<file path="config.mk">
export PLATFORM = sky130hd
export DESIGN_NAME = gpio_axi_banked
export DESIGN_NICKNAME = d
export VERILOG_FILES = /design/src/rtl/gpio_axi_pkg.sv /design/src/rtl/gpio_bank_in.sv /design/src/rtl/gpio_axi_banked.sv
export SDC_FILE = /design/constraint.sdc
export NUM_CORES = 1
export LEC_CHECK = 0
export CORE_UTILIZATION = 30
export CTS_BUF_LIST = sky130_fd_sc_hd__clkbuf_4 sky130_fd_sc_hd__clkbuf_8 sky130_fd_sc_hd__clkbuf_16
export DETAILED_ROUTE_END_ITERATION = 7
export GPL_ROUTABILITY_DRIVEN = 0
export GPL_TIMING_DRIVEN = 0
export PLACE_DENSITY = 0.57
export SYNTH_ARGS = -nofsm -noshare
export SYNTH_HDL_FRONTEND = slang
export SYNTH_SLANG_ARGS = --single-unit
</file>
<file path="constraint.sdc">
create_clock -name s_axi_aclk -period 3.9 [get_ports s_axi_aclk]
set_clock_uncertainty 0.2 [all_clocks]
set_input_delay 0.585 -clock s_axi_aclk [delete_from_list [all_inputs] [get_ports s_axi_aclk]]
set_output_delay 0.585 -clock s_axi_aclk [all_outputs]
set_load 0.02 [all_outputs]
</file>
<file path="src/rtl/gpio_axi_pkg.sv">
// Shared constants, AXI payload types and FSM state enums for gpio_axi_banked.
package gpio_axi_pkg;

  localparam int unsigned AXI_DW      = 32;
  localparam int unsigned AXI_SW      = AXI_DW / 8;
  localparam int unsigned BANK_STRIDE = 32'h40;
  localparam int unsigned OFF_W       = $clog2(BANK_STRIDE);

  localparam logic [OFF_W-1:0] OFF_OUT     = OFF_W'('h00);
  localparam logic [OFF_W-1:0] OFF_SET     = OFF_W'('h04);
  localparam logic [OFF_W-1:0] OFF_CLR     = OFF_W'('h08);
  localparam logic [OFF_W-1:0] OFF_TGL     = OFF_W'('h0C);
  localparam logic [OFF_W-1:0] OFF_DIR     = OFF_W'('h10);
  localparam logic [OFF_W-1:0] OFF_IN      = OFF_W'('h14);
  localparam logic [OFF_W-1:0] OFF_RISE_EN = OFF_W'('h18);
  localparam logic [OFF_W-1:0] OFF_FALL_EN = OFF_W'('h1C);
  localparam logic [OFF_W-1:0] OFF_STATUS  = OFF_W'('h20);
  localparam logic [OFF_W-1:0] OFF_DB_EN   = OFF_W'('h24);

  localparam logic [1:0] RESP_OKAY   = 2'b00;
  localparam logic [1:0] RESP_SLVERR = 2'b10;

  typedef enum logic {W_IDLE, W_RESP} w_state_t;
  typedef enum logic {R_IDLE, R_DATA} r_state_t;

  // Captured W-channel beat
  typedef struct packed {
    logic [AXI_DW-1:0] data;
    logic [AXI_SW-1:0] strb;
  } axi_w_t;

  // Expand byte strobes into a bit mask
  function automatic logic [AXI_DW-1:0] strb_mask(input logic [AXI_SW-1:0] strb);
    logic [AXI_DW-1:0] m;
    for (int i = 0; i < int'(AXI_SW); i++) m[i*8 +: 8] = {8{strb[i]}};
    return m;
  endfunction

endpackage

</file>
<file path="src/rtl/gpio_bank_in.sv">
// Input path for one bank: 2-flop synchroniser, tick-sampled debounce,
// edge detection gated by rise/fall enables.
// Ports: clk/rst_n, pins (async pads), tick (debounce sample strobe),
//        db_en/rise_en/fall_en (per-pin controls), filt_c (filtered level),
//        evt_c (qualified edge events this cycle).
module gpio_bank_in #(
  parameter int unsigned BANK_WIDTH = 32
) (
  input  logic                  clk,
  input  logic                  rst_n,
  input  logic [BANK_WIDTH-1:0] pins,
  input  logic                  tick,
  input  logic [BANK_WIDTH-1:0] db_en,
  input  logic [BANK_WIDTH-1:0] rise_en,
  input  logic [BANK_WIDTH-1:0] fall_en,
  output logic [BANK_WIDTH-1:0] filt_c,
  output logic [BANK_WIDTH-1:0] evt_c
);

  logic [BANK_WIDTH-1:0] sync1, sync2, sample, db_q, filt_q, db_upd;

  // A debounced bit may follow sync only on a tick where it matched the last sample
  assign db_upd = tick ? ~(sync2 ^ sample) : '0;

  // Synchroniser, debounce state and previous filtered level
  always_ff @(posedge clk or negedge rst_n) begin
    if (!rst_n) begin
      sync1  <= '0;
      sync2  <= '0;
      sample <= '0;
      db_q   <= '0;
      filt_q <= '0;
    end else begin
      sync1  <= pins;
      sync2  <= sync1;
      if (tick) sample <= sync2;
      // Non-debounced bits keep db_q tracking sync so enabling debounce does not glitch
      db_q   <= (~db_en & sync2) | (db_en & ((db_upd & sync2) | (~db_upd & db_q)));
      filt_q <= filt_c;
    end
  end

  assign filt_c = (db_en & db_q) | (~db_en & sync2);
  assign evt_c  = (filt_c & ~filt_q & rise_en) | (~filt_c & filt_q & fall_en);

endmodule

</file>
<file path="src/rtl/gpio_axi_banked.sv">
// AXI4-Lite GPIO slave with NUM_BANKS banks of BANK_WIDTH pins.
// Ports: s_axi_* AXI4-Lite slave (aclk, async active-low aresetn),
//        gpio_i pad inputs, gpio_o/gpio_oe pad drive, intr level interrupt.
module gpio_axi_banked
  import gpio_axi_pkg::*;
#(
  parameter int unsigned NUM_BANKS      = 2,
  parameter int unsigned BANK_WIDTH     = 32,
  parameter int unsigned DB_TICK_CYCLES = 1000,
  parameter int unsigned ADDR_WIDTH     = 12
) (
  input  logic                             s_axi_aclk,
  input  logic                             s_axi_aresetn,
  input  logic [ADDR_WIDTH-1:0]            s_axi_awaddr,
  input  logic                             s_axi_awvalid,
  output logic                             s_axi_awready,
  input  logic [31:0]                      s_axi_wdata,
  input  logic [3:0]                       s_axi_wstrb,
  input  logic                             s_axi_wvalid,
  output logic                             s_axi_wready,
  output logic [1:0]                       s_axi_bresp,
  output logic                             s_axi_bvalid,
  input  logic                             s_axi_bready,
  input  logic [ADDR_WIDTH-1:0]            s_axi_araddr,
  input  logic                             s_axi_arvalid,
  output logic                             s_axi_arready,
  output logic [31:0]                      s_axi_rdata,
  output logic [1:0]                       s_axi_rresp,
  output logic                             s_axi_rvalid,
  input  logic                             s_axi_rready,
  input  logic [NUM_BANKS*BANK_WIDTH-1:0]  gpio_i,
  output logic [NUM_BANKS*BANK_WIDTH-1:0]  gpio_o,
  output logic [NUM_BANKS*BANK_WIDTH-1:0]  gpio_oe,
  output logic                             intr
);

  localparam int unsigned BIDX_W = ADDR_WIDTH - OFF_W;
  localparam int unsigned TICK_W = $clog2(DB_TICK_CYCLES);

  typedef logic [BANK_WIDTH-1:0] bank_t;

  bank_t out_r [NUM_BANKS];
  bank_t dir_r [NUM_BANKS];
  bank_t rise_r[NUM_BANKS];
  bank_t fall_r[NUM_BANKS];
  bank_t stat_r[NUM_BANKS];
  bank_t db_r  [NUM_BANKS];
  bank_t filt  [NUM_BANKS];
  bank_t evt   [NUM_BANKS];

  w_state_t               w_state, w_state_d;
  r_state_t               r_state, r_state_d;
  logic                   aw_done, aw_done_d, w_done, w_done_d;
  logic                   awready_d, wready_d, bvalid_d, arready_d, rvalid_d;
  logic [1:0]             bresp_d, rresp_d;
  logic [31:0]            rdata_d, rd_val;
  logic [ADDR_WIDTH-1:0]  awaddr_q, awaddr_d;
  axi_w_t                 wpay_q, wpay_d;
  logic                   aw_fire, w_fire, ar_fire, wr_en;
  logic [BIDX_W-1:0]      wr_bank, rd_bank;
  logic [OFF_W-1:0]       wr_off, rd_off;
  bank_t                  wr_m, wr_d;
  logic                   any_status;
  logic [TICK_W-1:0]      tick_cnt;
  logic                   tick_c;

  // Unaligned, unmapped, out-of-range bank, or a write to the read-only IN register
  function automatic logic addr_err(input logic [ADDR_WIDTH-1:0] a, input logic is_wr);
    logic [OFF_W-1:0]  off;
    logic [BIDX_W-1:0] bank;
    off  = a[OFF_W-1:0];
    bank = a[ADDR_WIDTH-1:OFF_W];
    return (a[1:0] != 2'b00) || (off > OFF_DB_EN) || (32'(bank) >= NUM_BANKS) ||
           (is_wr && (off == OFF_IN));
  endfunction

  // Shared debounce prescaler
  always_ff @(posedge s_axi_aclk or negedge s_axi_aresetn) begin
    if (!s_axi_aresetn) tick_cnt <= '0;
    else                tick_cnt <= tick_c ? '0 : tick_cnt + 1'b1;
  end
  assign tick_c = (tick_cnt == TICK_W'(DB_TICK_CYCLES - 1));

  for (genvar b = 0; b < int'(NUM_BANKS); b++) begin : g_bank
    gpio_bank_in #(.BANK_WIDTH(BANK_WIDTH)) u_in (
      .clk     (s_axi_aclk),
      .rst_n   (s_axi_aresetn),
      .pins    (gpio_i[b*BANK_WIDTH +: BANK_WIDTH]),
      .tick    (tick_c),
      .db_en   (db_r[b]),
      .rise_en (rise_r[b]),
      .fall_en (fall_r[b]),
      .filt_c  (filt[b]),
      .evt_c   (evt[b])
    );
    assign gpio_o [b*BANK_WIDTH +: BANK_WIDTH] = out_r[b];
    assign gpio_oe[b*BANK_WIDTH +: BANK_WIDTH] = dir_r[b];
  end

  // Write and read FSM state registers with their registered outputs
  always_ff @(posedge s_axi_aclk or negedge s_axi_aresetn) begin
    if (!s_axi_aresetn) begin
      w_state       <= W_IDLE;
      aw_done       <= 1'b0;
      w_done        <= 1'b0;
      awaddr_q      <= '0;
      wpay_q        <= '0;
      s_axi_awready <= 1'b0;
      s_axi_wready  <= 1'b0;
      s_axi_bvalid  <= 1'b0;
      s_axi_bresp   <= RESP_OKAY;
      r_state       <= R_IDLE;
      s_axi_arready <= 1'b0;
      s_axi_rvalid  <= 1'b0;
      s_axi_rdata   <= '0;
      s_axi_rresp   <= RESP_OKAY;
    end else begin
      w_state       <= w_state_d;
      aw_done       <= aw_done_d;
      w_done        <= w_done_d;
      awaddr_q      <= awaddr_d;
      wpay_q        <= wpay_d;
      s_axi_awready <= awready_d;
      s_axi_wready  <= wready_d;
      s_axi_bvalid  <= bvalid_d;
      s_axi_bresp   <= bresp_d;
      r_state       <= r_state_d;
      s_axi_arready <= arready_d;
      s_axi_rvalid  <= rvalid_d;
      s_axi_rdata   <= rdata_d;
      s_axi_rresp   <= rresp_d;
    end
  end

  // Write FSM: capture AW and W independently, commit once both are held
  always_comb begin
    w_state_d = w_state;
    aw_done_d = aw_done;
    w_done_d  = w_done;
    awaddr_d  = awaddr_q;
    wpay_d    = wpay_q;
    awready_d = s_axi_awready;
    wready_d  = s_axi_wready;
    bvalid_d  = s_axi_bvalid;
    bresp_d   = s_axi_bresp;
    wr_en     = 1'b0;
    aw_fire   = s_axi_awvalid & s_axi_awready;
    w_fire    = s_axi_wvalid & s_axi_wready;
    unique case (w_state)
      W_IDLE: begin
        if (aw_fire) begin
          awaddr_d  = s_axi_awaddr;
          aw_done_d = 1'b1;
        end
        if (w_fire) begin
          wpay_d   = '{data: s_axi_wdata, strb: s_axi_wstrb};
          w_done_d = 1'b1;
        end
        if (aw_done_d && w_done_d) begin
          wr_en     = ~addr_err(awaddr_d, 1'b1);
          bresp_d   = addr_err(awaddr_d, 1'b1) ? RESP_SLVERR : RESP_OKAY;
          bvalid_d  = 1'b1;
          aw_done_d = 1'b0;
          w_done_d  = 1'b0;
          awready_d = 1'b0;
          wready_d  = 1'b0;
          w_state_d = W_RESP;
        end else begin
          awready_d = ~aw_done_d;
          wready_d  = ~w_done_d;
        end
      end
      W_RESP: begin
        if (s_axi_bready) begin
          bvalid_d  = 1'b0;
          awready_d = 1'b1;
          wready_d  = 1'b1;
          w_state_d = W_IDLE;
        end
      end
      default: w_state_d = W_IDLE;
    endcase
  end

  assign wr_bank = awaddr_d[ADDR_WIDTH-1:OFF_W];
  assign wr_off  = awaddr_d[OFF_W-1:0];
  assign wr_m    = BANK_WIDTH'(strb_mask(wpay_d.strb));
  assign wr_d    = BANK_WIDTH'(wpay_d.data) & wr_m;

  // Register file; hardware event set takes priority over a same-cycle W1C
  always_ff @(posedge s_axi_aclk or negedge s_axi_aresetn) begin
    if (!s_axi_aresetn) begin
      for (int b = 0; b < int'(NUM_BANKS); b++) begin
        out_r[b]  <= '0;
        dir_r[b]  <= '0;
        rise_r[b] <= '0;
        fall_r[b] <= '0;
        stat_r[b] <= '0;
        db_r[b]   <= '0;
      end
      intr <= 1'b0;
    end else begin
      for (int b = 0; b < int'(NUM_BANKS); b++) begin
        if (wr_en && (wr_bank == BIDX_W'(b))) begin
          unique case (wr_off)
            OFF_OUT:     out_r[b]  <= (out_r[b] & ~wr_m) | wr_d;
            OFF_SET:     out_r[b]  <= out_r[b] | wr_d;
            OFF_CLR:     out_r[b]  <= out_r[b] & ~wr_d;
            OFF_TGL:     out_r[b]  <= out_r[b] ^ wr_d;
            OFF_DIR:     dir_r[b]  <= (dir_r[b] & ~wr_m) | wr_d;
            OFF_RISE_EN: rise_r[b] <= (rise_r[b] & ~wr_m) | wr_d;
            OFF_FALL_EN: fall_r[b] <= (fall_r[b] & ~wr_m) | wr_d;
            OFF_DB_EN:   db_r[b]   <= (db_r[b] & ~wr_m) | wr_d;
            default: ;
          endcase
        end
        stat_r[b] <= (stat_r[b] &
                      ~((wr_en && (wr_bank == BIDX_W'(b)) && (wr_off == OFF_STATUS)) ? wr_d : '0))
                     | evt[b];
      end
      intr <= any_status;
    end
  end

  always_comb begin
    any_status = 1'b0;
    for (int b = 0; b < int'(NUM_BANKS); b++) any_status = any_status | (|stat_r[b]);
  end

  assign rd_bank = s_axi_araddr[ADDR_WIDTH-1:OFF_W];
  assign rd_off  = s_axi_araddr[OFF_W-1:0];

  // Read mux; SET/CLR/TGL and unmapped offsets read as zero
  always_comb begin
    rd_val = '0;
    for (int b = 0; b < int'(NUM_BANKS); b++) begin
      if (rd_bank == BIDX_W'(b)) begin
        unique case (rd_off)
          OFF_OUT:     rd_val = 32'(out_r[b]);
          OFF_DIR:     rd_val = 32'(dir_r[b]);
          OFF_IN:      rd_val = 32'(filt[b]);
          OFF_RISE_EN: rd_val = 32'(rise_r[b]);
          OFF_FALL_EN: rd_val = 32'(fall_r[b]);
          OFF_STATUS:  rd_val = 32'(stat_r[b]);
          OFF_DB_EN:   rd_val = 32'(db_r[b]);
          default:     rd_val = '0;
        endcase
      end
    end
  end

  // Read FSM: one-cycle AR-to-R latency, single outstanding read
  always_comb begin
    r_state_d = r_state;
    arready_d = s_axi_arready;
    rvalid_d  = s_axi_rvalid;
    rdata_d   = s_axi_rdata;
    rresp_d   = s_axi_rresp;
    ar_fire   = s_axi_arvalid & s_axi_arready;
    unique case (r_state)
      R_IDLE: begin
        if (ar_fire) begin
          rdata_d   = addr_err(s_axi_araddr, 1'b0) ? '0 : rd_val;
          rresp_d   = addr_err(s_axi_araddr, 1'b0) ? RESP_SLVERR : RESP_OKAY;
          rvalid_d  = 1'b1;
          arready_d = 1'b0;
          r_state_d = R_DATA;
        end else begin
          arready_d = 1'b1;
        end
      end
      R_DATA: begin
        if (s_axi_rready) begin
          rvalid_d  = 1'b0;
          arready_d = 1'b1;
          r_state_d = R_IDLE;
        end
      end
      default: r_state_d = R_IDLE;
    endcase
  end

endmodule
</file>
Yosys cells after proc, flatten, opt, wreduce, memory -nomap -nowiden
Index checks and enable logic that the tools add are counted. Widths: inputs -> output; s select.

Flip-flop bits (word level): 808. Bits of input ports: 131. Output and inout port bits: 170. Logic and storage cells: 228.

Add/sub/neg operators: 1. Order comparisons: 4. Equal/unequal tests: 22. Multiplexer cells: 47. Bitwise operators: 82. Reduce and logical (&&, ||, !) cells: 33.

Operators by type and width (number): $and 32x32->32 (33); $or 32x32->32 (22); $not 32->32 (14); $pmux 32 s7 (2); $pmux 32 s4 (2); $mux 32 (7); $xor 32x32->32 (4); $mux 36 (2); $reduce_or 32->1 (2); $eq 6x5->1 const B (8); $mux 12 (3); $reduce_and 2->1 (14); $eq 6x6->1 const B (4); $logic_not 6->1 (4); $mux 1 (21); $pmux 1 s2 (7); $eq 6x1->1 const B (2); $eq 6x4->1 const B (2); $ge 6x2->1 const B (2); $gt 6x6->1 const B (2); $add 10x1->10 const B (1); $eq 10x10->1 const B (1); $mux 10 (1); $ne 2x2->1 const B (4); other kinds (9) (25).

Depth between registers and ports, before layout
Gate-level depths: netlist of the first run.

Word-level depth: 16. Mapped depth: 11. Gate-level depth less buffers: 9.

Hierarchy
Synthesis of the first run repeated with hierarchy kept, for this count alone.

Cells, all modules: 3291. Area, all modules: 38426.9 um^2.

By module, submodules not included: gpio_axi_banked (times used 1, cells each 2181, area each 25652.1 um^2, sequential area each 12161.7 um^2); gpio_bank_in (times used 2, cells each 555, area each 6387.4 um^2, sequential area each 4003.8 um^2).

Worst setup path after synthesis of the first run
Ideal clock, no wire load.

Path kind: in2reg. Start: input port s_axi_awaddr[0]. End: register with a tool-made name. Library setup time: 0.128 ns. Arrival time: 2.294 ns. Path slack: 1.278 ns. Stages: 7. Cells stage by stage: or3_1 mux2_2 a21o_4 and4bb_1 buf_4 nand3_4 mux2_1.

RTL lines: from (decl) (line gpio_axi_banked.sv:14) `input logic [ADDR_WIDTH-1:0] s_axi_awaddr,`.

Final worst setup path of the first run
Start: register s_axi_awready. End: register out_r (netlist bit gpio_o[49]).

Longest elaborated chain between the ends: 12. Elaborated cells between the ends (all ways): 26.

Ends and longest elaborated chain: from (decl) (line gpio_axi_banked.sv:16) `output logic s_axi_awready,`; from (signal assigned) (line gpio_axi_banked.sv:123) `s_axi_awready <= awready_d;`; $and 1x1->1 (*) (line gpio_axi_banked.sv:147) `aw_fire = s_axi_awvalid & s_axi_awready;`; $mux 12 (line gpio_axi_banked.sv:151) `if (aw_fire) begin`; $mux 12 (line gpio_axi_banked.sv:149) `unique case (w_state)`; $gt 6x6->1 or $reduce_bool 2->1 (tied branches) (line gpio_axi_banked.sv:73) `return (a[1:0] != 2'b00) || (off > OFF_DB_EN) || (32'(bank) >= NUM_BANKS) ||`; $logic_or 1x1->1 (3 in a row) (line gpio_axi_banked.sv:73); $not 1->1 (line gpio_axi_banked.sv:160) `wr_en = ~addr_err(awaddr_d, 1'b1);`; $mux 1 (line gpio_axi_banked.sv:159) `if (aw_done_d && w_done_d) begin`; $mux 1 (line gpio_axi_banked.sv:149); $logic_and 1x1->1 (line gpio_axi_banked.sv:204) `if (wr_en && (wr_bank == BIDX_W'(b))) begin`; $reduce_and 2->1 (no line); to (signal, indexed assignment) (line gpio_axi_banked.sv:206) `OFF_OUT: out_r[b] <= (out_r[b] & ~wr_m) | wr_d;`; to (signal, indexed assignment) (line gpio_axi_banked.sv:207) `OFF_SET: out_r[b] <= out_r[b] | wr_d;`; to (signal, indexed assignment) (line gpio_axi_banked.sv:208) `OFF_CLR: out_r[b] <= out_r[b] & ~wr_d;`; to (decl) (line gpio_axi_banked.sv:42) `bank_t out_r [NUM_BANKS];`.

Every way passes the cells marked *; elsewhere a longest branch is shown, timed or not. The select of a mux whose other input is x is not followed. A chain may end at the register's enable or synchronous reset.

==> metrics list, run 1 <==
- Outcome: complete, but fails checks
- Failing checks: design-rule violations, max-capacitance violations, max-slew violations, negative setup slack
- GRT Overall Usage: 23.9%
- Buffers inserted during clock tree synthesis total 93.
* Design Area, Final: 44700 µm²
- Sw Ratio: 30.9%
- Chip Height: 350 µm
- Portion of the post-synthesis area used by sequential elements: 55.6%
- Number of nets in the finished design: 3854
- Yosys mapped a number of flops with a built-in enable equal to 0.
* Setup repair after global routing missed its margin: no
- Highest fanout seen on the critical path: 10
- Full die area: between 100000 and 150000 µm²
- TritonCTS built the clock tree.
* Worst path max stage delay: 1.23 ns
* Clock network fraction of design power: 41.0%
- For this block, the initial DRC count from the detailed router was approximately 3400.
- Via-to-Cell Ratio: 5.52
* Number of detailed-routing iterations run before antenna repair: 8
- VDD IR-drop max: 0.000326 V
* Endpoint required time on the critical path: 4.29 ns
- The worst pin sits at a relative slew slack of -4.21%.
* Worst hold-check path type: flip-flop to flip-flop
- Post-placement cell area: about 41000 µm²
- The share of total power dissipated in combinational logic is 18.8%.
- Detailed-route wire length: 148000 µm
- The floorplan has roughly 130 rows.
- Reg clk slew, reported paths: 0.06 ns
- Filler Cells Inserted: 11800
* Share of final-layout standard cells stronger than drive strength 1: between 15 and 20%
- The critical path is of the flip-flop to flip-flop type.
- Max Cap Viol: 3
- Number of distinct library cells after synthesis: 72
- Skew-Pair Late Insertion Delay: 0.69 ns
- The routed design could run at a clock period as short as 3.94 ns.
- Leakage: 19.3 nW
- PD cells: 506 nW/µm²
- In this run the cell area of the synthesized design comes to 36300 µm².
- First-pass GRT wire length: 209000 µm
- For this run, the leading register cell type out of synthesis is dfrtp_1.
- FF+latch count, synth: 806
* Antenna violations before repair: 13
* Mapped Cells: between 3000 and 4000
- Across all layers, the routed design uses 29500 vias.
* Clock tree buffer depth: 3
* Critical Path Sink Type: flip-flop
- The largest individual stage delay along the critical path comes from the cell o2111ai_1.
- Top Ports: 301
* Via count of the first global-routing pass: ~29000
* Area Overhead vs Synth: 23.3%
* Critical-path cell list: and3b_1, buf_6, nor4b_1, nor3_1, o2111ai_1, nand2_1, o21ai_0
- Post-DP HPWL: 105000 µm
* Number of hold violations in the final report: 0
- The detail route stage leaves a number of antenna-violating nets equal to 0.
- In the final routed layout, each cell accounts on average for around 28 µm.
- Across all setup checks in the final design, the least slack found is -0.0414 ns.
- For this run the aggregate overflow at the end of global routing stands at 0.
- CP startpoint kind: flip-flop
- The library cells used most frequently in the layout, excluding fill and tap cells, are 806 x dfrtp_1, 475 x nand2_1, 293 x clkdlybuf4s50_1.
- Critical Path AT: 4.33 ns
- After synthesis, the mean cell area works out to between 10 and 15 µm².
- Synth async-reset ratio: 100%
* Initial Util: a little under a third
* Worst setup slack after placement: -1.09 ns
- PortBufs: between 200 and 300
* Clock Tree Root: clkbuf_16
- The analysis attributes to net switching a power of 6.99 mW.
- Static timing analysis puts the maximum clock frequency at 0.254 GHz.
* Count of final setup violators: 2
* Commonest non-fill, non-tap cell in the layout: dfrtp_1
- CTS saw 806 sinks.
- Area inside the core boundary: 120000 µm²
- The Yosys step of the flow raised 0 warnings.
- The worst path uses 101% of the clock period.
- The H-tree generated during clock tree synthesis spans 3 levels.
- Chip width: 350 µm
* Internal Power: 15.6 mW
* Sequential cell fraction of total power: 40.3%
- Entering global routing, the biggest net connects 117 pins.
- For this run, design rule violations remaining after detail routing come to 4.
- Hold timing on the final database bottoms out at a slack of approximately 0.13 ns.
* Worst-Margin Slew: 1.56 ns
- The number of max-slew violations in the final report came to 22.
## critical path, delay by kind of cell, from the launching register on
family	cells	cell delay, ns
buf+inv	1	0.16
compound gates	2	1.35
simple gates	4	1.69
flops	1	0.45
## final timing paths
kind | startpoint | endpoint | slack (ns) | cells after the start
setup / recovery | s_axi_awready | gpio_o[49] | -0.04 | 7
min in group asynchronous | s_axi_aresetn | g_bank[0].u_in.sync1[12] | 0.35 | 2
setup reg to reg | s_axi_awready | gpio_o[49] | -0.04 | 7
hold reg to reg | g_bank[1].u_in.sync1[7] | g_bank[1].u_in.sync2[7] | 0.13 | 0
hold / removal | g_bank[1].u_in.sync1[7] | g_bank[1].u_in.sync2[7] | 0.13 | 0
max in group asynchronous | s_axi_aresetn | g_bank[0].u_in.sync2[30] | 1.15 | 5
## area by class of cell
class / instances / area (µm²) / area share, %
diodes: 3 / 7.51 / 0.0168
inverters: 151 / 567 / 1.27
clock inverters: 45 / 520 / 1.16
repair buffers: 305 / 3180 / 7.10
clock buffers: 124 / 2700 / 6.03
multi-input cells: 2151 / 14900 / 33.3
plain buffers: 150 / 692 / 1.55
flip-flops and latches: 806 / 20200 / 45.1
well taps: 1612 / 2020 / 4.51
## power by group through the flow
stage                     Combinational, mW  Sequential [mW]  Clock [mW]
after detailed placement               4.16             9.25           0
after global placement                 4.04             9.29           0
after CTS                              4.17             9.10        9.41
after floorplan                        2.35             9.20           0
after global routing                   4.56             9.15        9.74
final                                  4.24             9.11        9.27
## cells in the mapped netlist, drive strengths merged, types with 4 or more instances
| cell type | n | area [µm²] |
|---|---|---|
| and2 | 4 | 25.0 |
| o22ai | 105 | 657 |
| xor2 | 4 | 35.0 |
| nor4 | 19 | 119 |
| mux2i | 167 | 1670 |
| inv | 151 | 567 |
| nor2 | 61 | 234 |
| a22oi | 10 | 75.1 |
| nor3b | 72 | 557 |
| a32o | 8 | 80.1 |
| nand4 | 10 | 96.4 |
| a31oi | 69 | 432 |
| o21ai | 242 | 1210 |
| o21a | 4 | 30.0 |
| nand3b | 6 | 45.0 |
| o22a | 4 | 35.0 |
| nor3 | 23 | 120 |
| ha | 65 | 813 |
| a221oi | 22 | 193 |
| mux2 | 292 | 3290 |
| buf | 60 | 320 |
| o2111ai | 9 | 78.8 |
| o221a | 17 | 191 |
| a211oi | 22 | 170 |
| a21oi | 141 | 709 |
| nand2 | 488 | 1860 |
| clkbuf | 91 | 342 |
| a222oi | 27 | 270 |
| or3 | 4 | 25.0 |
| nand3 | 122 | 731 |
| nor2b | 7 | 43.8 |
| and3 | 9 | 56.3 |
| a22o | 76 | 666 |
| o221ai | 5 | 50.0 |
| dfrtp | 806 | 20200 |
## kinds of logic after synthesis
logic type               count (synthesis)  share of synthesized area [%]
AO/OA/AOI/OAI                          776                           13.7
AND/OR/NAND/NOR                        842                           11.2
flip-flops                             806                           55.6
XOR/XNOR                                 7                          0.169
multiplexers                           459                           13.7
adder cells (fa/ha/maj)                 65                           2.24
other                                    1                         0.0103
buffers and inverters                  302                           3.39
## stage by stage
step,power [mW],instances,utilization [%],TNS [ns]
global placement,13.3,5165,34.4,-
detailed placement,13.4,5172,34.5,-71.40
floorplan,11.6,3259,-,0
CTS,22.7,5342,37.3,0
finish,22.6,5347,37.3,-0.0749
global route,23.5,5345,37.3,0
## metal layers
layer,track usage [%],vias up,wire (µm)
met3,7.27,317,16000
met2,35.7,1535,64000
met5,0,-,88
met1,32.2,15000,61600
met4,9.40,14,6240
li1,-,12600,-
## timing repair
action,CTS,global route
hold buffers,2,0
cloned,0,0
endpoints found under the hold margin,84,0
resized for setup,7,11
setup endpoints to repair,84,31
setup buffers,0,2
Power figures use the tool's default switching activity.
==> run 2, diff against run 1 <==
--- a/config.mk
+++ b/config.mk
@@ -6,11 +6,12 @@
 export NUM_CORES = 1
 export LEC_CHECK = 0
 export CORE_UTILIZATION = 30
-export CTS_BUF_LIST = sky130_fd_sc_hd__clkbuf_4 sky130_fd_sc_hd__clkbuf_8 sky130_fd_sc_hd__clkbuf_16
+export CTS_BUF_LIST = sky130_fd_sc_hd__clkbuf_8
 export DETAILED_ROUTE_END_ITERATION = 7
 export GPL_ROUTABILITY_DRIVEN = 0
 export GPL_TIMING_DRIVEN = 0
 export PLACE_DENSITY = 0.57
+export SKIP_LAST_GASP = 1
 export SYNTH_ARGS = -nofsm -noshare
 export SYNTH_HDL_FRONTEND = slang
 export SYNTH_SLANG_ARGS = --single-unit
==> constraint.sdc (replaced) <==
create_clock -name s_axi_aclk -period 4.11 [get_ports s_axi_aclk]
set_clock_uncertainty 0.2 [all_clocks]
set_input_delay 0.6165 -clock s_axi_aclk [delete_from_list [all_inputs] [get_ports s_axi_aclk]]
set_output_delay 0.6165 -clock s_axi_aclk [all_outputs]
set_load 0.02 [all_outputs]
==> run 2 against run 1 <==
Against the previous run: the flow finishes with violations (max-capacitance violations, max-slew violations); count of clock-buffer cells in the layout is 58 higher; critical endpoint is now s_axi_rdata[28]; fmax down 3.2%; global-route usage rose by 0.26 points; sequential power is 5.0% lower; utilization grew 0.19 points; wire length up 0.72%.
==> metrics list, run 2 (same netlist as run 1, synthesis figures left out) <==
- Cells with a size suffix above 1 make up 15.6% of the layout.
* Endpoint required time on the critical path: 4.71 ns
- Of the total power, the share spent switching nets is 32.6%.
* Failing checks: max-capacitance violations, max-slew violations
- Power spread over the standard cell area amounts to 460 nW/µm².
- Buffers inserted during clock tree synthesis total 150.
- Excluding fillers, the count of instances in the completed layout stands at 5491.
- For this design the static power due to leakage is 19.6 nW.
- The number of antenna violations at the first check in global routing is 15.
- GRT Overall Usage: 24.1%
- CP startpoint kind: flip-flop
- Utilization of the core after routing: roughly 37%
- VDD IR-drop max: 0.000321 V
- Total Power: 20.7 mW
* Clock network fraction of design power: between 30% and 40%
* Via-to-Cell Ratio: 5.48
- Type of the worst setup path: flip-flop to flip-flop
- Drc violations: 0
- The die covers 122000 µm².
* Number of nets in the finished design: approximately 4000
- Part of the cycle the worst path needs: 99.0%
- Area Overhead vs Synth: 23.9%
- Number of H-tree levels: 4
* Critical Path End: s_axi_rdata[28]
- After floorplanning, the core was sized to cover 120000 µm².
* First-pass GRT wire length: roughly 210000 µm
- After global routing the overflow that remains totals 0.
- In the global route stage, met3 resource usage came out at 6.84%.
- Across the run, the number of max-cap violations was 2.
- The first routing iteration left 3432 violations.
- Combinational cell fraction of total power: around a fifth
- Highest fanout seen on the critical path: 10
* Routing usage on met1: 32.7%
- Sinks on Clock Net: 806
- The count of nets left with antenna violations once routing finished came out at 0.
* Number of cells after detailed placement: approximately 5200
- The worst register-to-register path ends at s_axi_rdata[28].
- WL/cell: 27.1 µm
- Met2 capacity usage during global routing: 36.2%
- Outcome: complete, but fails checks
- Worst slew margin: -5.16%
- For this design the top-level I/O count stands at 301.
* Skew-Pair Late Insertion Delay: 0.86 ns
- Depth of the most critical reg-to-reg path: 6
* PortBufs: 294
- TritonCTS built the clock tree.
- STA classifies the critical path endpoint as a flip-flop.
- The first detailed-routing pass took 6 iterations.
* Clock tree buffer depth: 3
- Setup violations remaining at the end of the flow were counted as 0.
* Maximum number of pins on one net before global-route repair: about 120
- The placed instances occupy a cell area of roughly 41000 µm².
- Start point of the critical path: s_axi_arready
- On the final layout, the worst hold slack is approximately 0.050 ns.
- Sum Neg Setup Slack: 0 ns
- Worst setup slack after placement: -0.912 ns
- Setup repair after global routing missed its margin: no
- Worst hold-check path type: input pin to flip-flop
* Critical Path AT: 4.67 ns
- The smallest clock period supported by the final layout is computed as 4.07 ns.
- The startpoint identified for the worst register-to-register timing path is s_axi_arready.
- From bottom edge to top edge, the die measures 350 µm.
- Min setup slack post-route: 0.0403 ns
- Chip width: around 350 µm
* Sequential cell fraction of total power: 41.8%
- The number of global-route vias before repair came to about 29000.
- The internal portion of the total power is 13.9 mW.
- Register-to-Register Setup Slack: just over 0.04 ns
- Detailed-route wire length: about 150000 µm
- For this run, the top clock speed supported by timing is 0.246 GHz.
- Detailed placement ended at an HPWL of 105000 µm.
- Top library cells by usage in the layout, fill and taps aside: 806 x dfrtp_1, 475 x nand2_1, 293 x clkdlybuf4s50_1
- Leaving out fill and tap cells, the most frequent cell in the layout is dfrtp_1.
* Total via count after detailed routing: 30100
- Clock Tree Root: clkbuf_8
* Number of pins exceeding their max-slew limit in the final report: 22
- For this design the total switching power over the nets is roughly 6.8 mW.
* Min-Delay Path Depth: 1
* Reg clk slew, reported paths: 0.07 ns
- With fillers left out, the area of the finished cells amounts to around 45000 µm².
* Most heavily used metal layer in global routing: met2
* Worst-Margin Slew: 1.58 ns
* FP Rows: around 130
- Initial Util: between 30% and 40%
- The number of hold violations in the final report came to 0.
[run 2: what timing repair did]
action	4_1_cts	5_1_grt
gates resized for setup	5	2
setup buffers	0	0
hold buffers	44	0
setup endpoints to repair	45	10
hold endpoints to repair	126	0
[run 2: cell type report]
cell class / count / area [µm²]
fillers: 11900 / 75000
flip-flops and latches: 806 / 20200
multi-input cells: 2151 / 14900
repair buffers: 345 / 3580
clock buffers: 182 / 2500
well taps: 1612 / 2020
plain buffers: 150 / 669
inverters: 151 / 567
clock inverters: 82 / 539
diodes: 12 / 30.0
[run 2: routing by layer]
metal	up-vias	wire length [µm]
met3	317	15500
met2	1578	65300
met1	15300	62700
met4	10	5550
met5	-	62
li1	12800	-
[run 2: worst min path at each step]
stage,start,endpoint,slack [ns]
final,gpio_i[43],g_bank[1].u_in.sync1[11],0.05
after global placement,g_bank[0].u_in.sync1[6],g_bank[0].u_in.sync2[6],0.13
after global routing,gpio_i[30],g_bank[0].u_in.sync1[30],0.03
after floorplan,s_axi_aresetn,async pin,0.12
after CTS,gpio_i[30],g_bank[0].u_in.sync1[30],0.007
after detailed placement,g_bank[0].u_in.sync1[1],g_bank[0].u_in.sync2[1],0.13
[run 2: power groups by stage]
| stage | clock network (mW) | registers (mW) | logic, mW |
|---|---|---|---|
| 6_report | 8.00 | 8.65 | 4.05 |
| 3_5_place_dp | 0 | 8.77 | 3.95 |
| 4_1_cts | 8.17 | 8.64 | 3.99 |
| 2_1_floorplan | 0 | 8.73 | 2.23 |
| 3_3_place_gp | 0 | 8.82 | 3.84 |
| 5_1_grt | 8.51 | 8.69 | 4.35 |
[run 2: worst max-delay path: stages, from the launching register on]
cell	delay [ns]
dfrtp_1	0.41
nand3b_1	0.82
clkbuf_1	1.00
buf_1	1.06
a21oi_1	0.19
o221a_2	0.18
a21oi_1	0.11
